## config.mk

```make
export PLATFORM = sky130hd
export DESIGN_NAME = adc_serial_capture
export DESIGN_NICKNAME = d
export VERILOG_FILES = /design/src/rtl/adc_serial_capture.sv
export SDC_FILE = /design/constraint.sdc
export NUM_CORES = 1
export LEC_CHECK = 0
export ABC_AREA = 1
export ABC_CLOCK_PERIOD_IN_PS = 1310
export CORE_UTILIZATION = 47
export DETAILED_ROUTE_END_ITERATION = 8
export PLACE_DENSITY_LB_ADDON = 0.15
export SYNTH_ARGS = -nofsm -noshare
export SYNTH_HDL_FRONTEND = slang
export SYNTH_SLANG_ARGS = --single-unit
```

## constraint.sdc

```tcl
create_clock -name clk_in -period 1.31 [get_ports clk_in]
set_input_delay 0.262 -clock clk_in [delete_from_list [all_inputs] [get_ports clk_in]]
set_output_delay 0.262 -clock clk_in [all_outputs]
set_load 0.02 [all_outputs]
```

## src/rtl/adc_serial_capture.sv

```systemverilog
// Serial capture front end for an AD7476-class ADC: each rising edge of tick_in
// runs one CS/SCLK read frame and publishes the low DATA_W bits as a strobed sample.
module adc_serial_capture #(
    parameter int CLK_DIV    = 4,
    parameter int FRAME_BITS = 16,
    parameter int DATA_W     = 12
) (
    input  logic              clk_in,
    input  logic              Res,
    input  logic              tick_in,
    input  logic              adc_sdata,
    output logic              adc_cs_n,
    output logic              adc_sclk,
    output logic [DATA_W-1:0] sample,
    output logic              sample_valid,
    output logic              busy,
    output logic              overrun
);

    localparam int DIV_W = (CLK_DIV > 1) ? $clog2(CLK_DIV) : 1;
    localparam int BIT_W = (FRAME_BITS > 1) ? $clog2(FRAME_BITS) : 1;
    localparam logic [DIV_W-1:0] DIV_LAST = DIV_W'(CLK_DIV - 1);
    localparam logic [BIT_W-1:0] BIT_LAST = BIT_W'(FRAME_BITS - 1);

    typedef enum logic [1:0] {S_IDLE, S_SETUP, S_SHIFT, S_HOLD} state_t;

    state_t                  state;
    logic                    tick_d;
    logic                    trig;
    logic                    div_end;
    logic                    phase_hi;
    logic [DIV_W-1:0]        div_cnt;
    logic [BIT_W-1:0]        bit_cnt;
    logic [FRAME_BITS-1:0]   shift_reg;

    assign trig    = tick_in & ~tick_d;
    assign div_end = (div_cnt == DIV_LAST);

    always_ff @(posedge clk_in or posedge Res) begin
        if (Res) begin
            state        <= S_IDLE;
            tick_d       <= 1'b1;
            adc_cs_n     <= 1'b1;
            adc_sclk     <= 1'b1;
            sample       <= '0;
            sample_valid <= 1'b0;
            busy         <= 1'b0;
            overrun      <= 1'b0;
            phase_hi     <= 1'b0;
            div_cnt      <= '0;
            bit_cnt      <= '0;
            shift_reg    <= '0;
        end else begin
            tick_d       <= tick_in;
            sample_valid <= 1'b0;
            // Triggers arriving mid-frame (HOLD exit cycle included) are dropped.
            if (trig && state != S_IDLE) begin
                overrun <= 1'b1;
            end
            case (state)
                S_IDLE: begin
                    if (trig) begin
                        state    <= S_SETUP;
                        adc_cs_n <= 1'b0;
                        busy     <= 1'b1;
                        div_cnt  <= '0;
                        bit_cnt  <= '0;
                        phase_hi <= 1'b0;
                    end
                end
                S_SETUP: begin
                    if (div_end) begin
                        div_cnt  <= '0;
                        state    <= S_SHIFT;
                        adc_sclk <= 1'b0;
                    end else begin
                        div_cnt <= div_cnt + 1'b1;
                    end
                end
                S_SHIFT: begin
                    if (div_end) begin
                        div_cnt <= '0;
                        if (!phase_hi) begin
                            // Data is taken on the same edge that drives SCLK high.
                            adc_sclk  <= 1'b1;
                            phase_hi  <= 1'b1;
                            shift_reg <= {shift_reg[FRAME_BITS-2:0], adc_sdata};
                        end else if (bit_cnt == BIT_LAST) begin
                            state    <= S_HOLD;
                            adc_cs_n <= 1'b1;
                        end else begin
                            adc_sclk <= 1'b0;
                            phase_hi <= 1'b0;
                            bit_cnt  <= bit_cnt + 1'b1;
                        end
                    end else begin
                        div_cnt <= div_cnt + 1'b1;
                    end
                end
                S_HOLD: begin
                    if (div_end) begin
                        div_cnt      <= '0;
                        state        <= S_IDLE;
                        busy         <= 1'b0;
                        sample       <= shift_reg[DATA_W-1:0];
                        sample_valid <= 1'b1;
                    end else begin
                        div_cnt <= div_cnt + 1'b1;
                    end
                end
                default: state <= S_IDLE;
            endcase
        end
    end

endmodule
```

# Yosys cells after proc, flatten, opt, wreduce, memory -nomap -nowiden

Index checks and enable logic that the tools add are counted.
Widths: inputs -> output; s select.

Add/subtract/negate cells: 2
Multiply operators: 0
Divide/modulo/power cells: 0
$lt $le $gt $ge: 0
Equal/unequal tests: 13
Shift-type cells: 0
Mux-type cells: 33
Bitwise logic cells: 3
Reduce and logical (&&, ||, !) cells: 15

Operator list:

| operator            | number |
|---|---|
| $mux 2              | 8 |
| $mux 4              | 4 |
| $mux 1              | 14 |
| $ne 2x2->1 const B  | 7 |
| $reduce_and 5->1    | 2 |
| $reduce_and 3->1    | 3 |
| $pmux 1 s2          | 4 |
| $pmux 2 s4          | 1 |
| $pmux 4 s2          | 1 |
| $reduce_bool 2->1   | 4 |
| $eq 2x2->1 const B  | 3 |
| $reduce_and 6->1    | 1 |
| $add 4x1->4 const B | 1 |
| $eq 4x4->1 const B  | 1 |
| $pmux 2 s2          | 1 |
| $reduce_and 4->1    | 1 |
| $ne 3x3->1 const B  | 1 |
| $reduce_or 3->1     | 1 |
| $add 2x1->2 const B | 1 |
| $eq 2x1->1 const B  | 1 |
| $logic_not 2->1     | 1 |
| $not 1->1           | 2 |
| $reduce_and 2->1    | 1 |
| $and 1x1->1         | 1 |
| $logic_and 1x1->1   | 1 |

Register bits after elaboration: 39
Latch bits: 0
Memory bits (writable): 0
ROM bits: 0
Input port bits: 4
Output and inout port bits: 17
Word-level logic and storage cells: 78
Memories kept: 0

# Depth between registers and ports, before layout

Depth in word-level cells: 5
Mapped depth: 9
Depth with buffers taken out: 8

# Least setup slack after synthesis

No wires, ideal clock.

Path type: register -> register
Start: reg state[0]
End: reg state[0]
Library setup time: 0.117 ns
Arrival: 1.231 ns
Required time: 1.193 ns
Slack: -0.038 ns
Cell stages (with the launch flop): 10
Buffers on the path: 1
Period minus slack after synthesis: 1.348 ns
Cell sequence: dfrtp_1 > inv_1 > ha_1 > buf_6 > nand2_4 > o21ai_2 > nor2_2 > nand2_1 > nand2_1 > nand2_1

Word-level cells in the longest chain between the ends: 3
Elaborated cells on any way between the ends: 12
Those cells by class: eq/ne (9); mux (1); reduce/logical (2)

Ends and longest elaborated chain:

| element                                  | line | text |
|---|---|---|
| start, declared                          | 27   | `state_t state;` |
| start signal, assigned                   | 41   | `state <= S_IDLE;` |
| start signal, assigned                   | 63   | `state <= S_SETUP;` |
| start signal, assigned                   | 74   | `state <= S_SHIFT;` |
| $eq 2x2->1, or another cell as far along | 60   | `case (state)` |
| $ne 2x2->1 (no source line)              | --   |  |
| $reduce_and 6->1 (no source line)        | --   |  |

Parallel ways exist; a longest one is shown, timed or not.
A chain may end at the register's enable or synchronous reset.

# Worst setup path after layout

Start: reg state[0]
End: reg bit_cnt[2]

Word-level cells in the longest chain between the ends: 3
Elaborated cells on any way between the ends: 9
Those cells by class: eq/ne (5); mux (1); reduce/logical (3)

Ends and longest elaborated chain:

| element                                                          | line | text |
|---|---|---|
| $eq 2x2->1 or $logic_not 2->1 (tied branches)                    | 60   |  |
| $ne 2x2->1 (no source line) or $reduce_bool 2->1 (tied branches) | --   |  |
| $reduce_and 5->1 (no source line)                                | --   |  |
| end signal, assigned                                             | 94   | `bit_cnt <= bit_cnt + 1'b1;` |
| end, declared                                                    | 33   | `logic [BIT_W-1:0] bit_cnt;` |

Parallel ways exist; a longest one is shown, timed or not.

==> qor.csv <==
metric,value,unit
status,finished with violations,
failing checks,setup timing,
CP Launch Point,state[0]$_DFFE_PP0P_,
CTS H-tree depth,2,
antenna-violating nets left,0,
Crit. End Element,flip-flop,
Synth top cells by count,"nand2_1 (56), dfrtp_1 (36), inv_1 (24)",
P per Cell Area,2090,nW/µm²
routed vias/inst,5.14,
fin util,69.3,%
WP data arrival,1.60,ns
crit-path max FO,5,
die area,4330,µm²
critical path class,reg2reg,
ANT cells,0,
share of cells above drive strength 1,34.2,%
syn nets,212,
Critical Path Stages,8,
leak pwr,1.26,nW
Synth Instances,201,
Clock Sinks,39,
area delta synth->final,36.6,%
fmax,0.699,GHz
CP Launch Type,flip-flop,
Int Pwr,0.00325,W
"flops & latches, synth",39,
"slowest stage delay, CP",0.40,ns
"EDFF count, synth",0,
CP Buf/Inv Count,2,
initial drt markers,57,
DP Area,2270,µm²
Reg2Reg Capture Point,bit_cnt[2]$_DFFE_PP0P_,
Die Y,65.8,µm
top-count cell post-synth,nand2_1,
remaining global-route overflow,0,
cell family with most CP delay,flip-flops,
last element of the critical path,bit_cnt[2]$_DFFE_PP0P_,
final setup vio count,7,
GPL Wtd Cong,0.862,
filler cell count,274,
Core Rows,22,
DP Wirelength,2540,µm
ys async rst share,100,%
cell mode on critical path,nand2_1,
peak supply drop,1.13,mV
"Clk Latency, worst-skew pair",0.29,ns
PnR worst setup slack,-0.120,ns
Nets,254,
clock network fraction of total power,17.5,%
number of remaining DRC errors,0,
clk buf depth,2,
Final min period,1.43,ns
Logic pwr share,52.5,%
R2R setup slack,-0.12,ns
cts bufs inserted,5,
Rel. slew slack,85.3,%
Cell variety after synth,27,
crit path cell chain,inv_2 > ha_4 > buf_12 > nor2_8 > a21oi_4 > nand3_4 > nand2_1 > nand2_1,
first-pass GRT wire length,6430,µm
share of Yosys cell area claimed by the top area cell type,47.1,%
post-route cell area,2610,µm²
Worst R2R Start,state[0]$_DFFE_PP0P_,
share of power burned in registers,29.9,%
final hold violations,0,
IO buf count,20,
RSZ-0062 raised after global routing,true,
Worst Max-Slew Pin Slew,0.221,ns
wire per inst,14.2,µm
dominant cell type by area after synthesis,dfrtp_1,
R2R depth,8,
"Hold-fix buffers, CTS",0,
TNS Setup,-0.551,ns
Critical-path top delay cell,dfrtp_1,
"Seq/Total Area, Yosys",51.2,%
clk slew on worst S/H paths,0.07,ns
clock skew,0.00409,ns
CORE AREA,3770,µm²
Final Cycle Share,109,%
largest net degree at the start of global routing,40,
Netlist Area Pre-Place,1910,µm²
routed wire length,4130,µm
largest cells by area after synthesis,"dfrtp_1 (47%), nand2_1 (11%), o21ai_2 (6.0%), inv_1 (4.7%), ha_1 (4.6%)",
Switching Fraction,40.7,%
num ports,21,
initial antenna violation count,0,
WP data required,1.48,ns
Hold Crit Class,in2async,
hold slack,0.334,ns
Syn Area/Cell,9.51,µm²
starting density of the core,50.7,%
DRT Pass-1 Iters,4,
root buf cell,clkbuf_8,
P_sw,0.00223,W
vias in the first global route,1400,
Final Max Tran Viols,0,
via count,1495,
Tot GR Track Use,20.2,%
maxcap violations,0,
Yosys warning count,0,
die width,65.8,µm
ys flop type,dfrtp_1,
CTS tree,built,
[metrics by stage]
step,setup WS [ns],total power (W),cells
floorplan,0.00984,0.00313,201
global placement,-0.139,0.00379,279
detailed placement,-0.202,0.00388,279
CTS,-0.0940,0.00507,287
global route,-0.164,0.00582,291
finish,-0.120,0.00547,291
[kinds of logic after synthesis]
| group | share of synthesized area [%] |
|---|---|
| buffers and inverters | 9.10 |
| adder cells (fa/ha/maj) | 4.58 |
| flip-flops | 51.2 |
| AND/OR/NAND/NOR | 23.4 |
| AO/OA/AOI/OAI | 11.6 |
[layout make-up]
class                           count  area [µm²]  share of cell area [%]
Sequential cell                    39         981                    37.5
Multi-Input combinational cell    130         946                    36.2
Timing Repair Buffer               39         397                    15.2
Inverter                           28         123                    4.69
Clock buffer                        5        68.8                    2.63
Tap cell                           48        60.1                    2.30
Clock inverter                      2        37.5                    1.44
[worst register-to-register path: cells and delay by family (launching register included)]
| kind | cells | cell delay [ns] |
|---|---|---|
| AOI/OAI and AO/OA | 1 | 0.16 |
| DFF | 1 | 0.40 |
| adders and majority gates | 1 | 0.22 |
| buffers and inverters | 2 | 0.23 |
| and+or+nand+nor | 4 | 0.30 |
[cell usage in the layout, fill, tap and decap left out, drive strengths merged]
master          n
a21oi           3
buf            19
bufinv          1
clkbuf          7
clkdlybuf4s50   3
clkinv          2
clkinvlp        1
dfrtp          36
dfstp           3
dlygate4sd2    15
ha              7
inv            26
nand2          66
nand3          13
nand3b          1
nand4           3
nor2            8
nor3            1
o21ai          25
o21bai          1
o31ai           2
[power groups by stage]
| stage | logic, W | registers, W | clock network, W |
|---|---|---|---|
| finish | 0.00288 | 0.00164 | 0.000960 |
| global route | 0.00310 | 0.00167 | 0.00105 |
| CTS | 0.00246 | 0.00162 | 0.000982 |
| detailed placement | 0.00226 | 0.00162 | 0 |
| global placement | 0.00218 | 0.00161 | 0 |
| floorplan | 0.00144 | 0.00169 | 0 |
[how the worst min path moves through the flow]
stage,end,startpoint,slack (ns)
2_1_floorplan,tick_d$_DFF_PP1_,tick_in,0.27
3_3_place_gp,adc_sclk$_DFFE_PP1P_,adc_sclk$_DFFE_PP1P_,0.45
3_5_place_dp,adc_sclk$_DFFE_PP1P_,adc_sclk$_DFFE_PP1P_,0.46
4_1_cts,sample[8]$_DFFE_PP0P_,Res,0.33
5_1_grt,shift_reg[9]$_DFFE_PP0P_,Res,0.36
6_report,sample[8]$_DFFE_PP0P_,Res,0.33
[layer usage]
layer / GRT usage [%] / part of all wire [%] / vias to the layer above
li1: - / - / 722
met1: 25.1 / 42 / 739
met2: 33.4 / 54 / 28
met3: 5.17 / 2.9 / 6
met4: 7.88 / 1.3 / 0
met5: 0 / 0 / -
[repair_timing]
| action | 4_1_cts | 5_1_grt |
|---|---|---|
| pin swaps | 3 | 8 |
| buffers inserted | 0 | 2 |
| setup endpoints to repair | 40 | 32 |
| cloned | 1 | 2 |
| resized for setup | 38 | 25 |
Power figures use the tool's default switching activity.
